==> src/rtl/fpu_op_sequencer_pkg.sv <==
// fpu_pkg: definitions shared by the FPU op sequencer and its bench.
//   - FPU op codes as carried in {bundle[19], bundle[10:8]}
//   - bit positions inside the 20-bit decoded control bundle
//   - sequencer state encoding
//   - bundle_op(): extracts the 4-bit FPU op code from a bundle
package fpu_pkg;

  // FPU op codes
  localparam logic [3:0] FSUB    = 4'd0;
  localparam logic [3:0] FADD    = 4'd1;
  localparam logic [3:0] FMUL    = 4'd2;
  localparam logic [3:0] FDIV    = 4'd3;
  localparam logic [3:0] FSGNJ   = 4'd4;
  localparam logic [3:0] FMINMAX = 4'd5;
  localparam logic [3:0] FSQRT   = 4'd6;
  localparam logic [3:0] FCMP    = 4'd7;
  localparam logic [3:0] FCVT_WS = 4'd8;
  localparam logic [3:0] FCVT_SW = 4'd9;
  localparam logic [3:0] FMADD   = 4'd10;
  localparam logic [3:0] FMSUB   = 4'd11;
  localparam logic [3:0] FNMSUB  = 4'd12;
  localparam logic [3:0] FNMADD  = 4'd13;

  // Bit positions in the decoded control bundle
  localparam int FPU_OP   = 19;
  localparam int RES_SEL  = 18;
  localparam int FREG_WE  = 15;
  localparam int REG_WE   = 4;
  localparam int ALUOP_LO = 8;

  typedef enum logic [1:0] {
    ST_IDLE = 2'd0,
    ST_EXEC = 2'd1,
    ST_WB   = 2'd2
  } state_e;

  // FPU op code = {bundle[19], bundle[10:8]}
  function automatic logic [3:0] bundle_op(input logic [19:0] bundle);
    return {bundle[FPU_OP], bundle[ALUOP_LO+2:ALUOP_LO]};
  endfunction

endpackage

==> src/rtl/fpu_op_sequencer_if.sv <==
// fpu_op_sequencer_if: all non-clock/reset signals of the FPU op sequencer.
//   issue_*      : decoded FPU-class instruction from the ID/EX register
//   flush        : pipeline redirect, kills the in-flight op
//   stall        : hold IF/ID/EX while an FPU op occupies EX
//   fpu_*        : start pulse / op / rounding mode to the datapath, result and flags back
//   wb_*         : valid/ready writeback handshake with captured result
//   fflags_*     : CSR clear and sticky accumulated exception flags
// Modport slave is the sequencer; modport master is the surrounding pipeline.
interface fpu_op_sequencer_if;
  logic        issue_valid;
  logic [19:0] issue_signals;
  logic [2:0]  issue_rm;
  logic [4:0]  issue_rd;
  logic        flush;
  logic        stall;
  logic        fpu_start;
  logic [3:0]  fpu_op;
  logic [2:0]  fpu_rm;
  logic [31:0] fpu_result;
  logic [4:0]  fpu_flags;
  logic        wb_valid;
  logic        wb_ready;
  logic [31:0] wb_data;
  logic [4:0]  wb_rd;
  logic        wb_freg;
  logic        wb_xreg;
  logic        fflags_clr;
  logic [4:0]  fflags_acc;

  modport slave (
    input  issue_valid, issue_signals, issue_rm, issue_rd, flush,
    input  fpu_result, fpu_flags, wb_ready, fflags_clr,
    output stall, fpu_start, fpu_op, fpu_rm,
    output wb_valid, wb_data, wb_rd, wb_freg, wb_xreg, fflags_acc
  );

  modport master (
    output issue_valid, issue_signals, issue_rm, issue_rd, flush,
    output fpu_result, fpu_flags, wb_ready, fflags_clr,
    input  stall, fpu_start, fpu_op, fpu_rm,
    input  wb_valid, wb_data, wb_rd, wb_freg, wb_xreg, fflags_acc
  );
endinterface

==> src/rtl/fpu_op_sequencer_lat_lut.sv <==
// fpu_lat_lut: combinational FPU op code -> datapath latency in cycles.
//   op_i  : 4-bit FPU op code
//   lat_o : latency (every LAT_* must be in 1..31)
module fpu_lat_lut
  import fpu_pkg::*;
#(
  parameter int LAT_ADD  = 3,
  parameter int LAT_MUL  = 4,
  parameter int LAT_DIV  = 12,
  parameter int LAT_SQRT = 14,
  parameter int LAT_FMA  = 5,
  parameter int LAT_MISC = 1
) (
  input  logic [3:0] op_i,
  output logic [4:0] lat_o
);

  // latency selection per op class
  always_comb begin
    lat_o = 5'(LAT_MISC);
    case (op_i)
      FADD, FSUB:                    lat_o = 5'(LAT_ADD);
      FMUL:                          lat_o = 5'(LAT_MUL);
      FDIV:                          lat_o = 5'(LAT_DIV);
      FSQRT:                         lat_o = 5'(LAT_SQRT);
      FMADD, FMSUB, FNMSUB, FNMADD:  lat_o = 5'(LAT_FMA);
      default:                       lat_o = 5'(LAT_MISC);
    endcase
  end

endmodule

==> src/rtl/fpu_op_sequencer.sv <==
// fpu_op_sequencer: issues FPU-class instructions to a multi-cycle datapath,
// times their latency, stalls the pipeline, and hands the result to writeback.
//   clk, rst : clock, asynchronous active-high reset
//   bus      : fpu_op_sequencer_if.slave (issue, flush, stall, FPU, writeback, fflags)
// Flow: IDLE accepts (start pulse) -> EXEC counts LAT cycles and samples the
// datapath result -> WB holds wb_valid until wb_ready. flush returns to IDLE
// from any state without writing or accumulating flags.
module fpu_op_sequencer
  import fpu_pkg::*;
#(
  parameter int LAT_ADD  = 3,
  parameter int LAT_MUL  = 4,
  parameter int LAT_DIV  = 12,
  parameter int LAT_SQRT = 14,
  parameter int LAT_FMA  = 5,
  parameter int LAT_MISC = 1
) (
  input logic              clk,
  input logic              rst,
  fpu_op_sequencer_if.slave bus
);

  state_e      state_q, state_d;
  logic [4:0]  cnt_q, cnt_d;
  logic [3:0]  op_q, op_d;
  logic [2:0]  rm_q, rm_d;
  logic [4:0]  rd_q, rd_d;
  logic        freg_q, freg_d;
  logic        xreg_q, xreg_d;
  logic [31:0] data_q, data_d;
  logic [4:0]  flags_q, flags_d;
  logic [4:0]  acc_q, acc_d;

  logic        is_fpu_s;
  logic        accept_s;
  logic        retire_s;
  logic [3:0]  issue_op_s;
  logic [4:0]  lat_s;

  assign is_fpu_s   = bus.issue_valid & bus.issue_signals[RES_SEL];
  assign issue_op_s = bundle_op(bus.issue_signals);
  // Gated by rst so that the combinational outputs are also 0 during reset.
  assign accept_s   = ~rst & (state_q == ST_IDLE) & is_fpu_s & ~bus.flush;
  // flush beats wb_ready: a flushed result is neither written nor accumulated.
  assign retire_s   = (state_q == ST_WB) & bus.wb_ready & ~bus.flush;

  fpu_lat_lut #(
    .LAT_ADD (LAT_ADD),
    .LAT_MUL (LAT_MUL),
    .LAT_DIV (LAT_DIV),
    .LAT_SQRT(LAT_SQRT),
    .LAT_FMA (LAT_FMA),
    .LAT_MISC(LAT_MISC)
  ) u_lat (
    .op_i (issue_op_s),
    .lat_o(lat_s)
  );

  // next-state and datapath capture logic
  always_comb begin
    state_d = state_q;
    cnt_d   = cnt_q;
    op_d    = op_q;
    rm_d    = rm_q;
    rd_d    = rd_q;
    freg_d  = freg_q;
    xreg_d  = xreg_q;
    data_d  = data_q;
    flags_d = flags_q;
    case (state_q)
      ST_IDLE: begin
        if (accept_s) begin
          op_d    = issue_op_s;
          rm_d    = bus.issue_rm;
          rd_d    = bus.issue_rd;
          freg_d  = bus.issue_signals[FREG_WE];
          xreg_d  = bus.issue_signals[REG_WE];
          // cnt reaches 0 in the LAT-th cycle after the start cycle
          cnt_d   = lat_s - 5'd1;
          state_d = ST_EXEC;
        end else begin
          state_d = ST_IDLE;
        end
      end
      ST_EXEC: begin
        if (bus.flush) begin
          state_d = ST_IDLE;
        end else if (cnt_q == 5'd0) begin
          data_d  = bus.fpu_result;
          flags_d = bus.fpu_flags;
          state_d = ST_WB;
        end else begin
          cnt_d   = cnt_q - 5'd1;
        end
      end
      ST_WB: begin
        if (bus.flush || bus.wb_ready) begin
          state_d = ST_IDLE;
        end else begin
          state_d = ST_WB;
        end
      end
      default: begin
        state_d = ST_IDLE;
      end
    endcase
  end

  // sticky flag accumulation: clear first, then OR in a retiring op's flags
  always_comb begin
    acc_d = bus.fflags_clr ? 5'd0 : acc_q;
    if (retire_s) begin
      acc_d = acc_d | flags_q;
    end else begin
      acc_d = acc_d;
    end
  end

  // state and capture registers
  always_ff @(posedge clk or posedge rst) begin
    if (rst) begin
      state_q <= ST_IDLE;
      cnt_q   <= 5'd0;
      op_q    <= 4'd0;
      rm_q    <= 3'd0;
      rd_q    <= 5'd0;
      freg_q  <= 1'b0;
      xreg_q  <= 1'b0;
      data_q  <= 32'd0;
      flags_q <= 5'd0;
      acc_q   <= 5'd0;
    end else begin
      state_q <= state_d;
      cnt_q   <= cnt_d;
      op_q    <= op_d;
      rm_q    <= rm_d;
      rd_q    <= rd_d;
      freg_q  <= freg_d;
      xreg_q  <= xreg_d;
      data_q  <= data_d;
      flags_q <= flags_d;
      acc_q   <= acc_d;
    end
  end

  // The instruction leaves EX in the same cycle its result is accepted.
  assign bus.stall      = ~rst & is_fpu_s & ~retire_s;
  assign bus.fpu_start  = accept_s;
  assign bus.fpu_op     = accept_s ? issue_op_s : op_q;
  assign bus.fpu_rm     = rm_q;
  assign bus.wb_valid   = (state_q == ST_WB);
  assign bus.wb_data    = data_q;
  assign bus.wb_rd      = rd_q;
  assign bus.wb_freg    = freg_q;
  assign bus.wb_xreg    = xreg_q;
  assign bus.fflags_acc = acc_q;

endmodule

==> src/flat_wrapper.sv <==
// flat-port wrapper written by rule: the top's interface ports become plain ports
module fpu_op_sequencer_flat import fpu_pkg::*;
#(
  parameter int LAT_ADD  = 3,
  parameter int LAT_MUL  = 4,
  parameter int LAT_DIV  = 12,
  parameter int LAT_SQRT = 14,
  parameter int LAT_FMA  = 5,
  parameter int LAT_MISC = 1
)
  (clk, rst, bus_issue_valid, bus_issue_signals, bus_issue_rm, bus_issue_rd, bus_flush, bus_fpu_result, bus_fpu_flags, bus_wb_ready, bus_fflags_clr, bus_stall, bus_fpu_start, bus_fpu_op, bus_fpu_rm, bus_wb_valid, bus_wb_data, bus_wb_rd, bus_wb_freg, bus_wb_xreg, bus_fflags_acc);
  fpu_op_sequencer_if bus_i ();
  input logic clk;
  input logic rst;
  input wire logic [$bits(bus_i.issue_valid)-1:0] bus_issue_valid;
  input wire logic [$bits(bus_i.issue_signals)-1:0] bus_issue_signals;
  input wire logic [$bits(bus_i.issue_rm)-1:0] bus_issue_rm;
  input wire logic [$bits(bus_i.issue_rd)-1:0] bus_issue_rd;
  input wire logic [$bits(bus_i.flush)-1:0] bus_flush;
  input wire logic [$bits(bus_i.fpu_result)-1:0] bus_fpu_result;
  input wire logic [$bits(bus_i.fpu_flags)-1:0] bus_fpu_flags;
  input wire logic [$bits(bus_i.wb_ready)-1:0] bus_wb_ready;
  input wire logic [$bits(bus_i.fflags_clr)-1:0] bus_fflags_clr;
  output wire logic [$bits(bus_i.stall)-1:0] bus_stall;
  output wire logic [$bits(bus_i.fpu_start)-1:0] bus_fpu_start;
  output wire logic [$bits(bus_i.fpu_op)-1:0] bus_fpu_op;
  output wire logic [$bits(bus_i.fpu_rm)-1:0] bus_fpu_rm;
  output wire logic [$bits(bus_i.wb_valid)-1:0] bus_wb_valid;
  output wire logic [$bits(bus_i.wb_data)-1:0] bus_wb_data;
  output wire logic [$bits(bus_i.wb_rd)-1:0] bus_wb_rd;
  output wire logic [$bits(bus_i.wb_freg)-1:0] bus_wb_freg;
  output wire logic [$bits(bus_i.wb_xreg)-1:0] bus_wb_xreg;
  output wire logic [$bits(bus_i.fflags_acc)-1:0] bus_fflags_acc;
  assign bus_i.issue_valid = bus_issue_valid;
  assign bus_i.issue_signals = bus_issue_signals;
  assign bus_i.issue_rm = bus_issue_rm;
  assign bus_i.issue_rd = bus_issue_rd;
  assign bus_i.flush = bus_flush;
  assign bus_i.fpu_result = bus_fpu_result;
  assign bus_i.fpu_flags = bus_fpu_flags;
  assign bus_i.wb_ready = bus_wb_ready;
  assign bus_i.fflags_clr = bus_fflags_clr;
  assign bus_stall = bus_i.stall;
  assign bus_fpu_start = bus_i.fpu_start;
  assign bus_fpu_op = bus_i.fpu_op;
  assign bus_fpu_rm = bus_i.fpu_rm;
  assign bus_wb_valid = bus_i.wb_valid;
  assign bus_wb_data = bus_i.wb_data;
  assign bus_wb_rd = bus_i.wb_rd;
  assign bus_wb_freg = bus_i.wb_freg;
  assign bus_wb_xreg = bus_i.wb_xreg;
  assign bus_fflags_acc = bus_i.fflags_acc;
  fpu_op_sequencer #(.LAT_ADD(LAT_ADD), .LAT_MUL(LAT_MUL), .LAT_DIV(LAT_DIV), .LAT_SQRT(LAT_SQRT), .LAT_FMA(LAT_FMA), .LAT_MISC(LAT_MISC)) u_core (.clk(clk), .rst(rst), .bus(bus_i));
endmodule
==> config.mk <==
export PLATFORM = sky130hd
export DESIGN_NAME = fpu_op_sequencer_flat
export DESIGN_NICKNAME = d
export VERILOG_FILES = /design/src/rtl/fpu_op_sequencer_pkg.sv /design/src/rtl/fpu_op_sequencer_if.sv /design/src/rtl/fpu_op_sequencer_lat_lut.sv /design/src/rtl/fpu_op_sequencer.sv /design/src/flat_wrapper.sv
export SDC_FILE = /design/constraint.sdc
export NUM_CORES = 1
export LEC_CHECK = 0
export CAP_MARGIN = 25
export CORE_MARGIN = 2
export CORE_UTILIZATION = 30
export CTS_CLUSTER_DIAMETER = 80
export DETAILED_ROUTE_END_ITERATION = 16
export PLACE_DENSITY = 0.63
export SETUP_SLACK_MARGIN = 0.02
export SYNTH_ARGS = -nofsm -noshare
export SYNTH_HDL_FRONTEND = slang
export SYNTH_SLANG_ARGS = --single-unit
==> constraint.sdc <==
create_clock -name clk -period 2.4 [get_ports clk]
set_clock_uncertainty 0.05 [all_clocks]
set_input_delay 0.72 -clock clk [delete_from_list [all_inputs] [get_ports clk]]
set_output_delay 0.72 -clock clk [all_outputs]
set_load 0.02 [all_outputs]
# After elaboration in Yosys (flattened, before gate mapping)
# Memories as Yosys holds them, arrays and structs flattened.
# Cells that the tools add are included.
# totals
ramBits	0
regBits	63
memories	1
out_inout_bits	54
latch_bits	0
rom_bits	64
input_bits	71
wordCells	50
# op_classes
n_mul	0
magnitude_cmp	0
n_bitwise	12
muxes	12
n_addsub	2
shifts	0
reduce_logical	7
div	0
eq_ne	6
# memory_table
name	depth	width	read_ports	rd_ports_with_merged_regs	wr	line	text
(no name shown)	16	4	1	0	0	fpu_op_sequencer_lat_lut.sv:21	case (op_i)
# ops
cell	count
$mux 5	5
$pmux 5 s2	1
$sub 5x1->5 const B	2
$and 1x1->1	8
$mux 2	3
$pmux 2 s3	1
$logic_not 5->1	1
$or 5x5->5	1
$mux 4	1
$ne 2x2->1 const B	2
$reduce_and 4->1	1
$ne 3x2->1 const B	1
$not 1->1	3
$reduce_and 3->1	1
$eq 2x1->1 const B	1
$eq 2x2->1 const B	1
$logic_not 2->1	1
$ne 2x1->1 const B	1
$reduce_and 2->1	1
$reduce_bool 2->1	1
$logic_or 1x1->1	1
$mux 1	1

# Depth between registers and ports, before layout
# Gate-level depths: netlist of run 1.
# depth
word_depth	6
depth_mapped	8
ltp_nobuf	7

# Cells and area by module
# A second synthesis of run 1 with hierarchy kept.
# unflattened
hier_cells	209
hier_area_um2	2867.8
# modules_own_cells
module	area_each_um2	seq_area_each_um2	n_inst	cells_each
fpu_op_sequencer	2791.4	1576.5	1	197
fpu_lat_lut	76.3	0.0	1	12

# Worst setup path after synthesis of run 1
# OpenSTA, ideal clock, no wires.
# synth_path
path_kind	input to output
from	in rst
to	out bus_fpu_start
required_time_ns	1.630
cell_stages	5
n_path_buf	2
t_arrival_ns	1.775
path_slack_ns	-0.145
cell_sequence	nand3b_1 -> or4_1 -> buf_2 -> inv_1 -> buf_2
# synth_via
elab_chain_len	4
# synth_lines
element	line	text
start, declared	flat_wrapper.sv:14	input logic rst;
$not 1->1	fpu_op_sequencer.sv:43	assign accept_s = ~rst & (state_q == ST_IDLE) & is_fpu_s & ~bus.flush;
$and 1x1->1 (3 in a row)	fpu_op_sequencer.sv:43	
end, declared	flat_wrapper.sv:25	output wire logic [$bits(bus_i.fpu_start)-1:0] bus_fpu_start;
# No other way between the ends.

# Worst setup path in the final report of run 1
# layout_path
from	in rst
to	out bus_fpu_op[2]
# layout_via
elab_chain_len	5
# layout_lines
element	line	text
$not 1->1	fpu_op_sequencer.sv:43	
$and 1x1->1 (3 in a row)	fpu_op_sequencer.sv:43	
$mux 4	fpu_op_sequencer.sv:149	assign bus.fpu_op = accept_s ? issue_op_s : op_q;
end, declared	flat_wrapper.sv:26	output wire logic [$bits(bus_i.fpu_op)-1:0] bus_fpu_op;
# No other way between the ends.

==> results_dict.tcl, run 1 <==
set metrics [dict create \
    rsz0062_at_grt "yes" \
    crit_buf_inv 3 \
    routed_wl_um 6382 \
    hp-class "reg -> reg" \
    critPathSlowestCell "or4_4" \
    area_growth_pct 62.75 \
    maxSlewViolCount 0 \
    first_global_vias 2242 \
    mostFrequentLayoutCell "clkdlybuf4s50_1" \
    viasPerCell 4.489 \
    setup_violations 5 \
    cpPeakStageDelay_ns 0.48 \
    required_ns 1.63 \
    multi_input_comb_area_um2 1084 \
    antenna_found_initial 0 \
    clock_path_buffers 2 \
    start_util 0.3088 \
    ir_worst_vdd_v 0.0005522 \
    post_drt_wl_per_cell_um 13.52 \
    leakagePower_nw 2.059 \
    violations "negative setup slack" \
    num_antenna_cells 0 \
    path_cells "buf_6 > nand3b_1 > or4_4 > buf_8 > nand2_4 > nand2_2 > buf_6" \
    finalCritPeriodShare 1.097 \
    drt_iter0_drc 77 \
    nFillCells 803 \
    timing_worst_setup_path_type "in -> out" \
    syn_nets 290 \
    power_mw 4.436 \
    netlist_instances 218 \
    syn_avg_cell_area_um2 12.29 \
    drtAntennaViolNets 0 \
    area.sequential_um2 1577 \
    ys_ff_latch 63 \
    hpwl_um 4431 \
    fmax_ghz 0.3799 \
    setup_slack_ns -0.2326 \
    fin_crit_ns 2.633 \
    gr-total-overflow 0 \
    die-area_um2 9705 \
    worstPathMaxFanout 5 \
    cts_tree "yes" \
    crit_top_cell "buf_6" \
    synth_edf_count 0 \
    place_ws_ns -1.104 \
    coreArea_um2 8678 \
    hold_violations 0 \
    max_cap_viol_count 0 \
    postPlaceCellArea_um2 4064 \
    grt_pass1_wl_um 10670 \
    start_kind "primary input" \
    synth-seq-area-share 0.5882 \
    cp-end-kind "primary output" \
    place_congestion 0.8403 \
    portBuffers 111 \
    tightest_slew_ns 0.3498 \
    path_clk_slew_ns 0.08 \
    final_nets 431 \
    die_w_um 98.52 \
    clock_latency_ns 0.33 \
    syn_area_um2 2680 \
    rows 34 \
    drc_errors 0 \
    synth_warnings 0 \
    clk_root_buffer_cell "clkbuf_8" \
    track_usage 0.1362 \
    hold_buffers 0 \
    layout-drive-gt1-share 0.3049 \
    ys.flop_type "dfrtp_1" \
    h-tree-depth 3 \
    cts_buffers 9 \
    slew_headroom 0.7668 \
    critPathTopFamily "simple AND/OR/NAND/NOR gates" \
    dr_total_vias 2119 \
    fin_area_um2 4362 \
    ys_types 32 \
    layout_common_cells "99 x clkdlybuf4s50_1, 63 x dfrtp_1, 46 x nand2_1, 24 x buf_4" \
    grt_max_degree 64 \
    outcome "complete, but fails checks" \
    clkSinkCount 63 \
    cp_data_arrival_time_ns 1.86 \
    io_pins 125 \
    synthArstFlopShare 1.000 \
    powerDensity_nw_per_um2 1017 \
    die_y_um 98.52 \
    drt_first_pass_iters 4 \
]
==> routing by layer <==
| layer | vias up | share of wire | GRT usage | wire (um) |
|---|---|---|---|---|
| li1 | 1017 | - | - | - |
| met1 | 1013 | 0.43 | 0.1705 | 2775 |
| met2 | 77 | 0.47 | 0.2145 | 2997 |
| met3 | 12 | 0.083 | 0.04610 | 528 |
| met4 | 0 | 0.013 | 0.06112 | 80 |
| met5 | - | 0 | 0 | 0 |
==> Yosys cell counts (2+ instances only) <==
| cell | instances | share of area |
|---|---|---|
| nor3b_1 | 2 | 0.0056 |
| mux2_2 | 19 | 0.080 |
| nor2b_1 | 2 | 0.0047 |
| nand3b_1 | 2 | 0.0056 |
| a21oi_1 | 3 | 0.0056 |
| mux2_4 | 19 | 0.11 |
| buf_2 | 4 | 0.0075 |
| nand2_1 | 56 | 0.078 |
| o21ai_0 | 11 | 0.021 |
| nor2_1 | 7 | 0.0098 |
| inv_1 | 8 | 0.011 |
| buf_6 | 3 | 0.013 |
| dfrtp_1 | 63 | 0.59 |
==> flip-flops by register name, summed over array words and instances (netlist names) <==
signal / cells
u_core.state_q: 2
u_core.bus.fpu_rm: 3
u_core.bus.wb_data: 32
u_core.bus.wb_rd: 5
u_core.flags_q: 5
u_core.bus.wb_xreg: 1
u_core.bus.fflags_acc: 5
u_core.cnt_q: 5
u_core.bus.wb_freg: 1
u_core.op_q: 4
==> through the flow <==
| stage | hold slack, ns | cells | setup TNS [ns] | utilization |
|---|---|---|---|---|
| finish | 0.4177 | 472 | -1.050 | 0.5026 |
| global route | 0.4447 | 472 | -1.246 | 0.5026 |
| CTS | 0.4268 | 470 | -1.410 | 0.5009 |
| detailed placement | 0.4113 | 450 | -10.13 | 0.4683 |
| global placement | 0.4070 | 450 | -9.599 | 0.4683 |
| floorplan | 0.3944 | 218 | -0.1629 | - |
==> path summary, 6_finish.rpt <==
path,from,to,slack (ns),cells after the start
setup / recovery,rst,bus_fpu_op[2],-0.23,7
hold / removal,u_core.flags_q[3]$_DFFE_PP0P_,u_core.bus.fflags_acc[3]$_DFF_PP0_,0.42,2
setup reg to reg,u_core.state_q[1]$_DFFE_PP0P_,u_core.cnt_q[0]$_DFFE_PP0P_,0.40,5
hold reg to reg,u_core.flags_q[3]$_DFFE_PP0P_,u_core.bus.fflags_acc[3]$_DFF_PP0_,0.42,2
max in group asynchronous,rst,u_core.cnt_q[1]$_DFFE_PP0P_,1.39,5
min in group asynchronous,rst,u_core.state_q[1]$_DFFE_PP0P_,0.60,5
==> worst register-to-register path: stages, from the launching register on <==
cell and delay, ns:
dfrtp_1 0.39, or4_4 0.59, buf_8 0.17, buf_4 0.18
o21ai_2 0.14, mux2_2 0.37
==> cells by family after synthesis <==
family,count (synthesis),share of synthesized area
XOR/XNOR,1,0.003269
multiplexers,38,0.1863
flip-flops,63,0.5882
adder cells (fa/ha/maj),1,0.004668
AND/OR/NAND/NOR,77,0.1317
AO/OA/AOI/OAI,22,0.05322
buffers and inverters,16,0.03268
==> area by class of cell <==
type | instances | share of cell area
clock buffer | 9 | 0.02840
clock inverter | 7 | 0.01664
inverter | 8 | 0.007458
multi-input combinational | 139 | 0.2484
sequential | 63 | 0.3614
tap | 108 | 0.03098
timing repair buffer | 138 | 0.3067
==> what timing repair did <==
item | in CTS | in global routing
pin swaps | 10 | 2
setup endpoints to repair | 11 | 7
buffers inserted | 4 | 2
gates resized for setup | 61 | 7
cloned | 0 | 0
==> power breakdown <==
| part | internal (mW) | leakage, nW | switching, mW | total [mW] |
|---|---|---|---|---|
| Clock | 0.481 | 0.0956 | 0.433 | 0.914 |
| Combinational | 1.05 | 1.14 | 0.778 | 1.83 |
| Sequential | 1.46 | 0.828 | 0.235 | 1.69 |
(Power assumes the default switching activity.)
==> run 2: changes to the inputs <==
- PLACE_DENSITY: 0.63 -> 0.64
- SKIP_LAST_GASP: default -> 1
==> results_dict.tcl, run 2 (synthesized netlist as in run 1, its figures left out) <==
set metrics [dict create \
    start_util 0.3088 \
    fin_util 0.5092 \
    holdPathStages 2 \
    cp_data_arrival_time_ns 1.87 \
    reg2reg_depth 8 \
    h-tree-depth 3 \
    layout-drive-gt1-share 0.3003 \
    violations "negative setup slack" \
    layoutNonFillerInstCount 471 \
    whs_endpoint "u_core.bus.wb_freg$_DFFE_PP0P_" \
    maxSlewViolCount 0 \
    finalCritPeriodShare 1.102 \
    whs_ns 0.4304 \
    cts_buffers 9 \
    place_congestion 0.8602 \
    grt_pass1_wl_um 10760 \
    post_drt_wl_per_cell_um 13.35 \
    drc_errors 0 \
    antenna_found_initial 0 \
    outcome "complete, but fails checks" \
    clk_root_buffer_cell "clkbuf_8" \
    fin_crit_ns 2.645 \
    setup_slack_ns -0.2448 \
    tightest_slew_ns 0.4739 \
    rows 34 \
    worstReg2RegStart "u_core.state_q[0]$_DFFE_PP0P_" \
    clock_path_buffers 2 \
    io_pins 125 \
    coreArea_um2 8678 \
    die_y_um 98.52 \
    hpwl_um 4467 \
    mostFrequentLayoutCell "clkdlybuf4s50_1" \
    r2r_setup_slack_ns 0.37 \
    first_global_vias 2254 \
    cts_tree "yes" \
    layout_common_cells "99 x clkdlybuf4s50_1, 63 x dfrtp_1, 48 x nand2_1, 23 x buf_4" \
    postPlaceCellArea_um2 4049 \
    num_antenna_cells 0 \
    worstPathMaxFanout 7 \
    required_ns 1.63 \
    hold_buffers 0 \
    viasPerCell 4.395 \
    area_growth_pct 64.89 \
    max_cap_viol_count 0 \
    ir_worst_vdd_v 0.0005890 \
    routed_wl_um 6289 \
    dr_total_vias 2070 \
    largest_register_ffs 32 \
    leakagePower_nw 2.122 \
    setup_violations 5 \
    drtAntennaViolNets 0 \
    hp-class "reg -> reg" \
    slew_headroom 0.6834 \
    hold_start "u_core.bus.wb_freg$_DFFE_PP0P_" \
    cp-end-kind "primary output" \
    die_w_um 98.52 \
    fin_area_um2 4419 \
    die-area_um2 9705 \
    start_kind "primary input" \
    portBuffers 111 \
    gr-total-overflow 0 \
    clock_latency_ns 0.33 \
    drt_first_pass_iters 4 \
    drt_iter0_drc 35 \
    final_nets 430 \
    track_usage 0.1385 \
    timing_worst_setup_path_type "in -> out" \
    path_clk_slew_ns 0.07 \
    placed_cells 448 \
    rsz0062_at_grt "yes" \
    clkSinkCount 63 \
    critical_path.reg2reg.endpoint "u_core.cnt_q[2]$_DFFE_PP0P_" \
    fmax_ghz 0.3781 \
    hold_violations 0 \
    nFillCells 791 \
    grt_max_degree 64 \
    powerDensity_nw_per_um2 1050 \
]
## run 2: metal layers
layer	track usage	vias to the layer above	wire length (um)
met5	0	-	0
li1	-	1020	-
met1	0.1746	976	2680
met4	0.04110	0	33
met2	0.2208	70	3042
met3	0.05532	4	533
## run 2: worst max-delay path: stages
cell and delay, ns:
buf_6 0.09, nand3b_1 0.17, or4_4 0.52, inv_8 0.13, nand2_4 0.06, nand2_2 0.07, buf_6 0.11
## run 2: worst max path at each step
| stage | to | startpoint | depth (start not counted) | slack, ns |
|---|---|---|---|---|
| floorplan | bus_fpu_op[0] | rst | 6 | -0.03 |
| global placement | bus_fpu_op[1] | rst | 8 | -1.08 |
| detailed placement | bus_fpu_op[2] | rst | 8 | -1.16 |
| CTS | bus_fpu_op[2] | rst | 7 | -0.33 |
| global route | bus_fpu_op[2] | rst | 7 | -0.30 |
| finish | bus_fpu_op[2] | rst | 7 | -0.24 |
## run 2: area by class of cell
type                       instances  area (um^2)  area share
clock inverter                     6        116.4     0.02633
inverter                           8        37.54    0.008494
timing repair buffer             137         1330      0.3010
tap                              108        135.1     0.03058
multi-input combinational        139         1086      0.2458
sequential                        63         1577      0.3567
clock buffer                      10        137.6     0.03114
## run 2: report_power, final
group	internal [mW]	leakage [nW]	switching [mW]
clock network	0.725	0.127	0.415
registers	1.46	0.828	0.232
logic	1.03	1.17	0.777
total	3.22	2.12	1.42
## run 2: per-stage QoR
stage	setup TNS, ns	power [mW]	setup slack (ns)
floorplan	-0.1629	2.622	-0.03446
global placement	-8.359	3.479	-1.084
detailed placement	-9.640	3.516	-1.160
CTS	-1.627	4.711	-0.3308
global route	-1.377	4.930	-0.2997
finish	-1.123	4.640	-0.2448
## run 2: timing repair
item | 4_1_cts | 5_1_grt
cloned | 0 | 0
pin swaps | 8 | 2
buffers inserted | 7 | 2
gates resized for setup | 64 | 6
endpoints found under the setup margin | 9 | 8
